## src/rtl/branch_resolve_queue.sv

```systemverilog
// In-order queue of predicted branches between BTB lookup and branch resolution.
// Resolves oldest-first, emits registered BTB update / fetch redirect pulses, flushes on mispredict.
module branch_resolve_queue #(
  parameter int DEPTH   = 4,
  parameter int AW      = 16,
  parameter int PC_STEP = 1
) (
  input  logic                     clk,
  input  logic                     rst_n,
  input  logic                     enq_valid,
  output logic                     enq_ready,
  input  logic [AW-1:0]            enq_pc,
  input  logic                     enq_pred_taken,
  input  logic [AW-1:0]            enq_pred_target,
  input  logic                     res_valid,
  input  logic                     res_taken,
  input  logic [AW-1:0]            res_target,
  output logic                     redirect_valid,
  output logic [AW-1:0]            redirect_pc,
  output logic                     upd_valid,
  output logic [AW-1:0]            upd_pc,
  output logic [AW-1:0]            upd_target,
  output logic                     upd_taken,
  output logic [$clog2(DEPTH):0]   count,
  output logic                     err_underflow
);
  localparam int PW = $clog2(DEPTH);
  localparam int CW = PW + 1;
  localparam logic [CW-1:0] FULL = CW'(DEPTH);

  typedef struct packed {
    logic [AW-1:0] pc;
    logic          tk;
    logic [AW-1:0] tgt;
  } ent_t;

  ent_t          mem_q [DEPTH];
  logic [PW-1:0] head_q, head_d, tail_q, tail_d;
  logic [CW-1:0] cnt_q, cnt_d;
  logic          enq_fire, res_fire, mispred;
  ent_t          hd;
  logic [AW-1:0] fix_pc;

  logic          upd_valid_q, upd_taken_q, redir_valid_q, err_q;
  logic [AW-1:0] upd_pc_q, upd_tgt_q, redir_pc_q;

  assign hd        = mem_q[head_q];
  assign enq_ready = (cnt_q < FULL);
  assign enq_fire  = enq_valid && enq_ready;
  // Resolve sees occupancy before any same-cycle enqueue.
  assign res_fire  = res_valid && (cnt_q != '0);
  assign mispred   = res_fire && ((hd.tk != res_taken) ||
                                  (hd.tk && res_taken && (hd.tgt != res_target)));
  assign fix_pc    = res_taken ? res_target : hd.pc + AW'(PC_STEP);

  always_comb begin
    head_d = head_q;
    tail_d = tail_q;
    cnt_d  = cnt_q;
    if (mispred) begin
      // Everything younger is wrong-path, including a same-cycle enqueue.
      head_d = tail_q;
      cnt_d  = '0;
    end else begin
      if (res_fire) head_d = head_q + PW'(1);
      if (enq_fire) tail_d = tail_q + PW'(1);
      case ({enq_fire, res_fire})
        2'b10:   cnt_d = cnt_q + CW'(1);
        2'b01:   cnt_d = cnt_q - CW'(1);
        default: ;
      endcase
    end
  end

  always_ff @(posedge clk) begin
    if (enq_fire && !mispred) mem_q[tail_q] <= '{pc: enq_pc, tk: enq_pred_taken, tgt: enq_pred_target};
  end

  always_ff @(posedge clk or negedge rst_n) begin
    if (!rst_n) begin
      head_q        <= '0;
      tail_q        <= '0;
      cnt_q         <= '0;
      upd_valid_q   <= 1'b0;
      upd_taken_q   <= 1'b0;
      upd_pc_q      <= '0;
      upd_tgt_q     <= '0;
      redir_valid_q <= 1'b0;
      redir_pc_q    <= '0;
      err_q         <= 1'b0;
    end else begin
      head_q        <= head_d;
      tail_q        <= tail_d;
      cnt_q         <= cnt_d;
      upd_valid_q   <= res_fire;
      redir_valid_q <= mispred;
      if (res_fire) begin
        upd_pc_q    <= hd.pc;
        upd_tgt_q   <= res_target;
        upd_taken_q <= res_taken;
      end
      if (mispred) redir_pc_q <= fix_pc;
      if (res_valid && cnt_q == '0) err_q <= 1'b1;
    end
  end

  assign upd_valid      = upd_valid_q;
  assign upd_pc         = upd_pc_q;
  assign upd_target     = upd_tgt_q;
  assign upd_taken      = upd_taken_q;
  assign redirect_valid = redir_valid_q;
  assign redirect_pc    = redir_pc_q;
  assign count          = cnt_q;
  assign err_underflow  = err_q;
endmodule

```

## config.mk

```make
export PLATFORM = sky130hd
export DESIGN_NAME = branch_resolve_queue
export DESIGN_NICKNAME = d
export VERILOG_FILES = /design/src/rtl/branch_resolve_queue.sv
export SDC_FILE = /design/constraint.sdc
export NUM_CORES = 1
export LEC_CHECK = 0
export BUFFER_PORTS_ARGS = -buffer_cell sky130_fd_sc_hd__buf_2
export CORE_ASPECT_RATIO = 0.9
export CORE_MARGIN = 1
export CORE_UTILIZATION = 57
export CTS_CLUSTER_DIAMETER = 60
export DETAILED_ROUTE_END_ITERATION = 10
export PLACE_DENSITY = 0.79
export SLEW_MARGIN = 20
export SYNTH_ARGS = -nofsm -noshare
export SYNTH_HDL_FRONTEND = slang
export SYNTH_SLANG_ARGS = --single-unit
```

## constraint.sdc

```tcl
create_clock -name clk -period 4.44 [get_ports clk]
set_input_delay 0.888 -clock clk [delete_from_list [all_inputs] [get_ports clk]]
set_output_delay 0.888 -clock clk [all_outputs]
set_load 0.005 [all_outputs]
```

==> flow_metrics.py, run 1 <==
metrics = {
    "floorplan": {
        "start_util_pct": 58.77,
        "die_area_mm2": 0.01436,
        "die_y_um": 113.8,
        "coreArea_mm2": 0.01346,
        "fp-row-count": 40,
        "die_w_um": 126.2,
        "io_pins": 110,
    },
    "worst_setup_path": {
        "path_buf_inv": 1,
        "path_cells": "mux4_1 -> xnor2_1 -> nand4_1 -> nor4_1 -> o221ai_1 -> nor2_2 -> buf_4",
        "crit_fanout": 33,
        "start_kind": "register",
        "slowest_stage": "dfrtp_2",
        "path_class": "reg2reg",
        "cpPeakStageDelay_ns": 0.86,
        "cp.required_ns": 4.52,
        "crit_family": "flip-flops",
        "cp.arrival_ns": 3.78,
        "cp-end-kind": "register",
    },
    "place": {
        "dp_cells": 773,
        "port_buffers": 109,
        "detailed_place_hpwl_um": 11540,
        "gp_congestion": 0.7855,
    },
    "finish": {
        "finalNetCount": 685,
        "finalNonFillerCells": 805,
        "area_delta_synth_final_pct": 16.86,
        "mostFrequentLayoutCells": "edfxtp_1 (132), nand2_1 (121), buf_2 (109)",
        "antenna_cells": 0,
        "final_common_cell": "edfxtp_1",
        "drive_gt1_share_pct": 32.50,
    },
    "cts": {
        "clk_latency_ns": 0.44,
        "cts_max_level": 4,
        "numCtsBuffers": 17,
        "clockBufferDepth": 2,
        "clockRootBuffer": "clkbuf_16",
        "ctsHoldBuffers": 0,
        "cts_tree": "yes",
        "post_cts_resized": 0,
        "path_clk_slew_ns": 0.07,
        "cts_setup_buffers": 0,
        "clock-sinks": 191,
    },
    "detailed_routing": {
        "first_iter_violations": 497,
        "vias": 4723,
        "routedWlPerCell_um": 21.54,
        "drt-pass1-iter-count": 5,
        "drtAntennaViolNets": 0,
        "drt_wl_total_um": 17340,
        "drc": 0,
        "post_drt_via_cell_ratio": 5.867,
    },
    "yosys": {
        "synthArstFlopShare_pct": 30.89,
        "synth-compound-area-share_pct": 2.467,
        "synth-xor-area-share_pct": 3.732,
        "ys_warn_count": 0,
        "synth_area_mm2": 0.007913,
        "synth_edf_count": 132,
        "synth_ff_type": "edfxtp_1",
        "synth_nets": 568,
        "netlist_instances": 507,
        "syn_avg_cell_area_um2": 15.61,
        "yosys.area_share.simple_pct": 8.982,
        "yosys.area_share.adder_pct": 1.202,
        "muxShareOfSynthArea_pct": 12.84,
        "synth_top_family_by_area": "multiplexers",
        "ys_seq_area_share_pct": 68.75,
        "ys_seq_elements": 191,
        "synth_cell_types": 42,
    },
    "sta": {
        "min_period_ns": 3.699,
        "finalSetupTns_ns": 0,
        "drv_slew": 0,
        "hold_viol_final": 0,
        "timing.final.crit_share_pct": 83.30,
        "relSlewSlack_pct": 39.76,
        "rsz0062_at_grt": "no",
        "worst_pin_slew_ns": 0.9036,
        "finalSetupViolations": 0,
        "clock_skew_ns": 0.01357,
        "max_freq_mhz": 270.4,
    },
    "power_and_ir_drop": {
        "ir_drop_mv": 0.4088,
        "p_leak_uw": 0.003664,
        "power_density_mw_per_mm2": 679.2,
    },
    "global_route": {
        "antenna_found_initial": 0,
        "track_usage_pct": 26.19,
        "grt_max_degree": 40,
        "grt_first_pass_wirelength_um": 26940,
        "overflow": 0,
        "grt_pass1_vias": 4819,
    },
    "hold_path": {
        "hold_path.class": "reg2reg",
    },
    "run_status": {
        "status": "completed",
    },
    "job": {
        "max_cap_viol_count": 0,
    },
}
-- cells in the mapped netlist (2+ instances only) --
cell type	instances	area share, %
nand4_1	6	0.47
buf_6	2	0.28
mux4_1	7	2.3
o311ai_0	2	0.22
nor3_1	6	0.38
nand3_1	11	0.70
xnor2_1	26	2.9
clkbuf_1	11	0.52
nand2_1	121	5.7
xor2_1	4	0.44
mux4_2	26	7.4
a21o_1	2	0.19
ha_1	6	0.95
buf_1	3	0.14
nor4b_1	3	0.33
xnor2_2	2	0.41
inv_1	10	0.47
edfxtp_1	132	50
mux2_2	9	1.3
and3_1	2	0.16
mux2_4	9	1.7
buf_2	4	0.25
o21ai_0	18	1.1
dfrtp_1	59	19
nor2_1	6	0.28
nor4_1	4	0.32
-- final cells by class --
type | instances | area (µm²)
well taps | 168 | 210.2
clock buffers | 17 | 425.4
inverters | 10 | 37.54
clock inverters | 15 | 178.9
multi-input cells | 284 | 2325
fillers | 853 | 4217
flip-flops and latches | 191 | 5441
repair buffers | 120 | 628.1
-- cells by family after synthesis --
group,Yosys count
XOR/XNOR,32
flip-flops,191
multiplexers,52
AND/OR/NAND/NOR,165
AO/OA/AOI/OAI,28
buffers and inverters,32
adder cells (fa/ha/maj),7
-- state kept, by name, summed over array words and instances (netlist names) --
register / count
count: 3
err_underflow: 1
head_q: 2
mem_q: 132
redirect_pc: 16
redirect_valid: 1
tail_q: 2
upd_pc: 16
upd_taken: 1
upd_target: 16
upd_valid: 1
-- worst paths after layout --
check	start	to	slack, ns	depth (start not counted)
max in group asynchronous	rst_n	upd_target[10]$_DFFE_PN0P_	2.99	2
setup / recovery	head_q[0]$_DFFE_PN0P_	mem_q[2][22]$_DFFE_PP_	0.74	7
hold / removal	err_underflow$_DFFE_PN0P_	err_underflow$_DFFE_PN0P_	0.46	1
hold reg to reg	err_underflow$_DFFE_PN0P_	err_underflow$_DFFE_PN0P_	0.46	1
min in group asynchronous	rst_n	upd_pc[10]$_DFFE_PN0P_	0.58	1
setup reg to reg	head_q[0]$_DFFE_PN0P_	mem_q[2][22]$_DFFE_PP_	0.74	7
-- routing by layer --
layer  routed length [µm]  global-route usage, %
met5                    0                      0
met4                  300                  10.52
met3                 1181                  5.488
met2                 8518                  42.17
met1                 7340                  35.51
-- metrics by stage --
| step | setup slack [ns] | area, µm² | power [µW] | util [%] | hold slack [ns] |
|---|---|---|---|---|---|
| after floorplan | 0.3688 | 7913 | 4062 | - | 0.4510 |
| after global placement | 0.8643 | 8642 | 4642 | 64.19 | 0.4342 |
| after detailed placement | 0.7773 | 8642 | 4752 | 64.19 | 0.4577 |
| after CTS | 0.7128 | 9246 | 6306 | 68.68 | 0.4723 |
| after global routing | 0.4776 | 9246 | 6586 | 68.68 | 0.4746 |
| final | 0.7413 | 9246 | 6280 | 68.68 | 0.4643 |
-- where the power goes --
part / switching, µW / internal [µW] / leakage [µW] / total, µW
Sequential: 297 / 2390 / 0.00192 / 2680
Clock: 700 / 846 / 0.000284 / 1550
Combinational: 1090 / 963 / 0.00146 / 2050
No activity file was read; power rests on OpenSTA's default activity.
==> run 2, diff against run 1 <==
--- a/config.mk
+++ b/config.mk
@@ -8,10 +8,10 @@
 export BUFFER_PORTS_ARGS = -buffer_cell sky130_fd_sc_hd__buf_2
 export CORE_ASPECT_RATIO = 0.9
 export CORE_MARGIN = 1
-export CORE_UTILIZATION = 57
+export CORE_UTILIZATION = 52
 export CTS_CLUSTER_DIAMETER = 60
 export DETAILED_ROUTE_END_ITERATION = 10
-export PLACE_DENSITY = 0.79
+export PLACE_DENSITY = 0.76
 export SLEW_MARGIN = 20
 export SYNTH_ARGS = -nofsm -noshare
 export SYNTH_HDL_FRONTEND = slang
==> constraint.sdc (replaced) <==
create_clock -name clk -period 3.3 [get_ports clk]
set_input_delay 0.66 -clock clk [delete_from_list [all_inputs] [get_ports clk]]
set_output_delay 0.66 -clock clk [all_outputs]
set_load 0.005 [all_outputs]
==> run 2 against run 1 <==
Register-to-register slack worse by 0.47 ns. Critical path depth grew 2. Non-clock buffer count grew 7. Combinational power up 44%. Flip-flop and latch count stayed put. Worst setup slack got worse by 0.47 ns. Routed wire length decreased by 3.3%. First-iteration DRC count fell by 7.6%. Clock skew decreased by 0.0035 ns. Cell area grew 0.53%. Critical endpoint is now mem_q[1][19]$_DFFE_PP_.
==> flow_metrics.py, run 2 (same netlist as run 1, synthesis figures left out) <==
metrics = {
    "worst_setup_path": {
        "crit_family": "buffers and inverters",
        "cp-endpoint": "mem_q[1][19]$_DFFE_PP_",
        "cpPeakStageDelay_ns": 0.60,
        "cp_num_cells": 9,
        "path_class": "reg2reg",
        "timing.rr.start": "head_q[0]$_DFFE_PN0P_",
        "cp.required_ns": 3.41,
        "path_buf_inv": 3,
        "cp.arrival_ns": 3.15,
        "crit_start": "head_q[0]$_DFFE_PN0P_",
        "crit_fanout": 22,
        "regToRegEndpoint": "mem_q[1][19]$_DFFE_PP_",
        "slowest_stage": "mux4_1",
        "start_kind": "register",
        "cp-end-kind": "register",
        "reg2reg_slack_ns": 0.27,
        "reg2regPathDepth": 9,
        "crit_top_cell": "buf_4",
        "path_cells": "buf_12 -> mux4_1 -> xnor2_1 -> nand4_1 -> nor4_1 -> o221ai_1 -> buf_4 -> nor2_2 -> buf_4",
    },
    "finish": {
        "mostFrequentLayoutCells": "edfxtp_1 (132), nand2_1 (121), buf_2 (109)",
        "finalNetCount": 692,
        "largest_reg_flops": 132,
        "regMostFlops": "mem_q",
        "area_delta_synth_final_pct": 17.47,
        "finalNonFillerCells": 840,
        "postLayoutCoreUtil_pct": 62.95,
        "antenna_cells": 0,
        "fin_area_mm2": 0.009295,
        "drive_gt1_share_pct": 32.40,
        "final_common_cell": "edfxtp_1",
    },
    "detailed_routing": {
        "drt_wl_total_um": 16780,
        "vias": 4648,
        "dr_wl_met2_um": 7882,
        "wl_met3_um": 928,
        "drt-pass1-iter-count": 4,
        "post_drt_via_cell_ratio": 5.533,
        "drtAntennaViolNets": 0,
        "m1WireLength_um": 7633,
        "routedWlPerCell_um": 19.97,
        "drc": 0,
        "first_iter_violations": 459,
        "highest_layer": "met4",
    },
    "global_route": {
        "track_usage_pct": 23.10,
        "antenna_found_initial": 0,
        "grt_pass1_vias": 4755,
        "grt_max_degree": 40,
        "overflow": 0,
        "grt_first_pass_wirelength_um": 26880,
    },
    "hold_path": {
        "hold_path.class": "in2async",
    },
    "floorplan": {
        "coreArea_mm2": 0.01477,
        "fp-row-count": 42,
        "io_pins": 110,
        "die_y_um": 119.0,
        "start_util_pct": 53.58,
        "die_w_um": 132.0,
        "die_area_mm2": 0.01571,
    },
    "place": {
        "gp_congestion": 0.8087,
        "port_buffers": 109,
        "detailed_place_hpwl_um": 11720,
        "dp_cells": 810,
        "placed_cell_area_mm2": 0.008780,
    },
    "cts": {
        "cts_tree": "yes",
        "cts_setup_buffers": 0,
        "clockBufferDepth": 2,
        "ctsHoldBuffers": 0,
        "path_clk_slew_ns": 0.07,
        "clock-sinks": 191,
        "numCtsBuffers": 17,
        "cts_max_level": 4,
        "post_cts_resized": 0,
        "clk_latency_ns": 0.44,
        "clockRootBuffer": "clkbuf_16",
    },
    "sta": {
        "hold_viol_final": 0,
        "rsz0062_at_grt": "no",
        "timing.final.crit_share_pct": 91.88,
        "clock_skew_ns": 0.01007,
        "min_period_ns": 3.032,
        "worst_pin_slew_ns": 0.8102,
        "relSlewSlack_pct": 45.99,
        "finalSetupViolations": 0,
        "drv_slew": 0,
        "max_freq_mhz": 329.8,
    },
    "power_and_ir_drop": {
        "p_leak_uw": 0.003670,
        "ir_drop_mv": 0.4564,
        "p_sw_share_pct": 32.98,
        "p_sw_uw": 2730,
        "intPower_uw": 5547,
        "p_comb_share_pct": 35.7,
        "power_density_mw_per_mm2": 890.4,
        "pwr-share-seq_pct": 42.4,
        "power_uw": 8276,
        "p_clk_share_pct": 21.9,
    },
    "run_status": {
        "status": "completed",
    },
    "job": {
        "max_cap_viol_count": 0,
    },
}
## run 2: layout make-up
type | instances | area [µm²]
tap | 198 | 247.7
timing repair buffer | 127 | 730.7
clock buffer | 18 | 429.2
inverter | 10 | 37.54
fill | 1067 | 5472
multi-input combinational | 284 | 2322
clock inverter | 12 | 86.33
sequential | 191 | 5441
## run 2: worst min path at each step
stage	to	start	slack, ns
2_1_floorplan	count[0]$_DFFE_PN0P_	rst_n	0.36
3_3_place_gp	err_underflow$_DFFE_PN0P_	err_underflow$_DFFE_PN0P_	0.44
3_5_place_dp	upd_target[10]$_DFFE_PN0P_	upd_target[10]$_DFFE_PN0P_	0.46
4_1_cts	upd_target[11]$_DFFE_PN0P_	rst_n	0.32
5_1_grt	upd_valid$_DFF_PN0_	rst_n	0.37
6_report	upd_pc[12]$_DFFE_PN0P_	rst_n	0.32
## run 2: power groups by stage
stage / logic, µW / registers (µW) / clock network (µW)
floorplan: 1970 / 3500 / 0
global placement: 2860 / 3510 / 0
detailed placement: 2950 / 3550 / 0
CTS: 2980 / 3510 / 1840
global route: 3230 / 3570 / 1930
finish: 2960 / 3510 / 1810
## run 2: metrics by stage
stage               worst slack [ns]  TNS (ns)  hold WS [ns]
global placement              0.3023         0        0.4416
finish                        0.2681         0        0.3200
CTS                           0.2233         0        0.3244
floorplan                    -0.3051    -40.27        0.3644
detailed placement            0.2600         0        0.4584
global route                 0.02091         0        0.3666
## run 2: per-layer routing
metal  vias to the layer above  GRT usage, %
met3                        31         5.364
li1                       2114             -
met5                         -             0
met2                       156         35.22
met4                         0         8.721
met1                      2347         32.62
==> run 3, diff against run 2 <==
--- a/config.mk
+++ b/config.mk
@@ -8,10 +8,12 @@
 export BUFFER_PORTS_ARGS = -buffer_cell sky130_fd_sc_hd__buf_2
 export CORE_ASPECT_RATIO = 0.9
 export CORE_MARGIN = 1
-export CORE_UTILIZATION = 52
+export CORE_UTILIZATION = 54
+export CTS_BUF_LIST = sky130_fd_sc_hd__clkbuf_4
 export CTS_CLUSTER_DIAMETER = 60
 export DETAILED_ROUTE_END_ITERATION = 10
-export PLACE_DENSITY = 0.76
+export MAX_ROUTING_LAYER = met4
+export PLACE_DENSITY = 0.79
 export SLEW_MARGIN = 20
 export SYNTH_ARGS = -nofsm -noshare
 export SYNTH_HDL_FRONTEND = slang
==> run 3 against run 2 <==
Die area fell by 3.6%. Utilization rose by 1.2 points. Power fell by 7.2%. Highest routed layer unchanged. Worst hold slack got worse by 0.19 ns. Routed wire length fell by 0.64%. Critical path depth fell by 1. Clock-buffer cell count did not move. Flip-flop and latch count did not move. Register-to-register slack barely moved. Non-clock buffer count rose by 1. Clock power fell by 29%. Via count rose by 0.71%.
==> flow_metrics.py, run 3 (same netlist as run 1, synthesis figures left out) <==
metrics = {
    "cts": {
        "clockBufferDepth": 2,
        "clock-sinks": 191,
        "path_clk_slew_ns": 0.15,
        "cts_setup_buffers": 0,
        "cts_tree": "yes",
        "post_cts_resized": 1,
        "ctsHoldBuffers": 0,
        "cts_max_level": 4,
        "clockRootBuffer": "clkbuf_4",
        "numCtsBuffers": 17,
        "clk_latency_ns": 0.58,
    },
    "place": {
        "port_buffers": 109,
        "detailed_place_hpwl_um": 11980,
        "gp_congestion": 0.8471,
        "preCtsSetupSlack_ns": -0.04646,
    },
    "worst_setup_path": {
        "cp.required_ns": 3.57,
        "cp-end-kind": "register",
        "path_class": "reg2reg",
        "crit_fanout": 12,
        "cp.arrival_ns": 3.30,
        "start_kind": "register",
    },
    "run_status": {
        "status": "completed",
    },
    "finish": {
        "fill_cells": 1042,
        "mostFrequentLayoutCells": "edfxtp_1 (132), nand2_1 (121), buf_2 (109)",
        "area_delta_synth_final_pct": 14.83,
        "final_common_cell": "edfxtp_1",
        "finalNetCount": 693,
        "largest_reg_flops": 132,
        "regMostFlops": "mem_q",
        "drive_gt1_share_pct": 33.64,
        "postLayoutCoreUtil_pct": 64.17,
    },
    "floorplan": {
        "die_y_um": 116.8,
        "die_area_mm2": 0.01514,
        "die_w_um": 129.6,
        "io_pins": 110,
        "coreArea_mm2": 0.01416,
        "start_util_pct": 55.89,
        "fp-row-count": 41,
    },
    "global_route": {
        "grt_first_pass_wirelength_um": 25430,
        "grt_max_degree": 40,
        "grt_pass1_vias": 4594,
        "antenna_found_initial": 1,
        "overflow": 0,
        "track_usage_pct": 24.55,
    },
    "sta": {
        "timing.final.crit_share_pct": 91.88,
        "min_period_ns": 3.032,
        "rsz0062_at_grt": "no",
        "finalWorstSetupSlack_ns": 0.2679,
        "clock_skew_ns": 0.02494,
        "finalSetupViolations": 0,
        "worst_pin_slew_ns": 0.7678,
        "relSlewSlack_pct": 48.81,
        "drv_slew": 0,
        "hold_viol_final": 0,
        "max_freq_mhz": 329.8,
    },
    "detailed_routing": {
        "routedWlPerCell_um": 19.87,
        "first_iter_violations": 515,
        "drt_wl_total_um": 16670,
        "vias": 4681,
        "drtAntennaViolNets": 0,
        "drt-pass1-iter-count": 5,
        "drc": 0,
        "post_drt_via_cell_ratio": 5.579,
    },
    "job": {
        "max_cap_viol_count": 0,
    },
    "power_and_ir_drop": {
        "power_uw": 7678,
        "power_density_mw_per_mm2": 845.0,
        "ir_drop_mv": 0.3972,
        "p_leak_uw": 0.003571,
    },
    "hold_path": {
        "hold_path.class": "in2async",
    },
}
-- run 3: changes by cell type in the layout (fill, tap and decap cells not counted), sizes merged --
cell,change
clkinv,-3
bufinv,+2
clkinvlp,+2
buf,+1
diode,+1
inv,+1
-- run 3: report_power, final --
group	internal [µW]	switching (µW)	total, µW
logic	1350	1500	2850
clock network	472	807	1280
registers	3200	346	3550
total	5030	2650	7680
-- run 3: worst paths after layout --
path,start,to,slack (ns),depth (start not counted)
worst max-delay path,head_q[0]$_DFFE_PN0P_,mem_q[1][25]$_DFFE_PP_,0.27,8
worst min-delay path,rst_n,upd_pc[11]$_DFFE_PN0P_,0.13,1
worst max register to register,head_q[0]$_DFFE_PN0P_,mem_q[1][25]$_DFFE_PP_,0.27,8
worst min register to register,err_underflow$_DFFE_PN0P_,err_underflow$_DFFE_PN0P_,0.49,1
max in group asynchronous,rst_n,upd_target[7]$_DFFE_PN0P_,2.45,2
min in group clk,enq_pred_target[1],mem_q[1][1]$_DFFE_PP_,0.29,1
-- run 3: final cells by class --
| type | count | area (µm²) | share of cell area (%) |
|---|---|---|---|
| Sequential cell | 191 | 5444 | 59.91 |
| Multi-Input combinational cell | 284 | 2337 | 25.72 |
| Timing Repair Buffer | 128 | 729.5 | 8.028 |
| Tap cell | 193 | 241.5 | 2.658 |
| Clock inverter | 14 | 158.9 | 1.749 |
| Clock buffer | 18 | 135.1 | 1.487 |
| Inverter | 10 | 37.54 | 0.4131 |
| Antenna cell | 1 | 2.502 | 0.02754 |
-- run 3: per-stage QoR --
step / cells / cell area, µm² / hold slack (ns) / TNS, ns
floorplan: 507 / 7923 / 0.3644 / -40.27
global placement: 806 / 8771 / 0.4357 / 0
detailed placement: 806 / 8771 / 0.4539 / -0.8971
CTS: 838 / 9071 / 0.1249 / 0
global route: 839 / 9086 / 0.1495 / 0
finish: 839 / 9086 / 0.1340 / 0
-- run 3: per-layer routing --
layer / up-vias / GRT usage (%) / share of wire (%)
met4: 0 / 7.984 / 1.5
met2: 207 / 37.15 / 48
met3: 19 / 5.273 / 6.8
met5: - / - / 0
met1: 2326 / 33.69 / 44
li1: 2129 / - / -
-- run 3: critical path, stage by stage, from the launching register on --
cell,delay (ns)
dfrtp_4,0.58
buf_4,0.23
mux4_2,0.53
xnor2_1,0.19
nand4_1,0.23
nor4_2,0.25
o221ai_2,0.25
nor2_2,0.23
buf_4,0.26
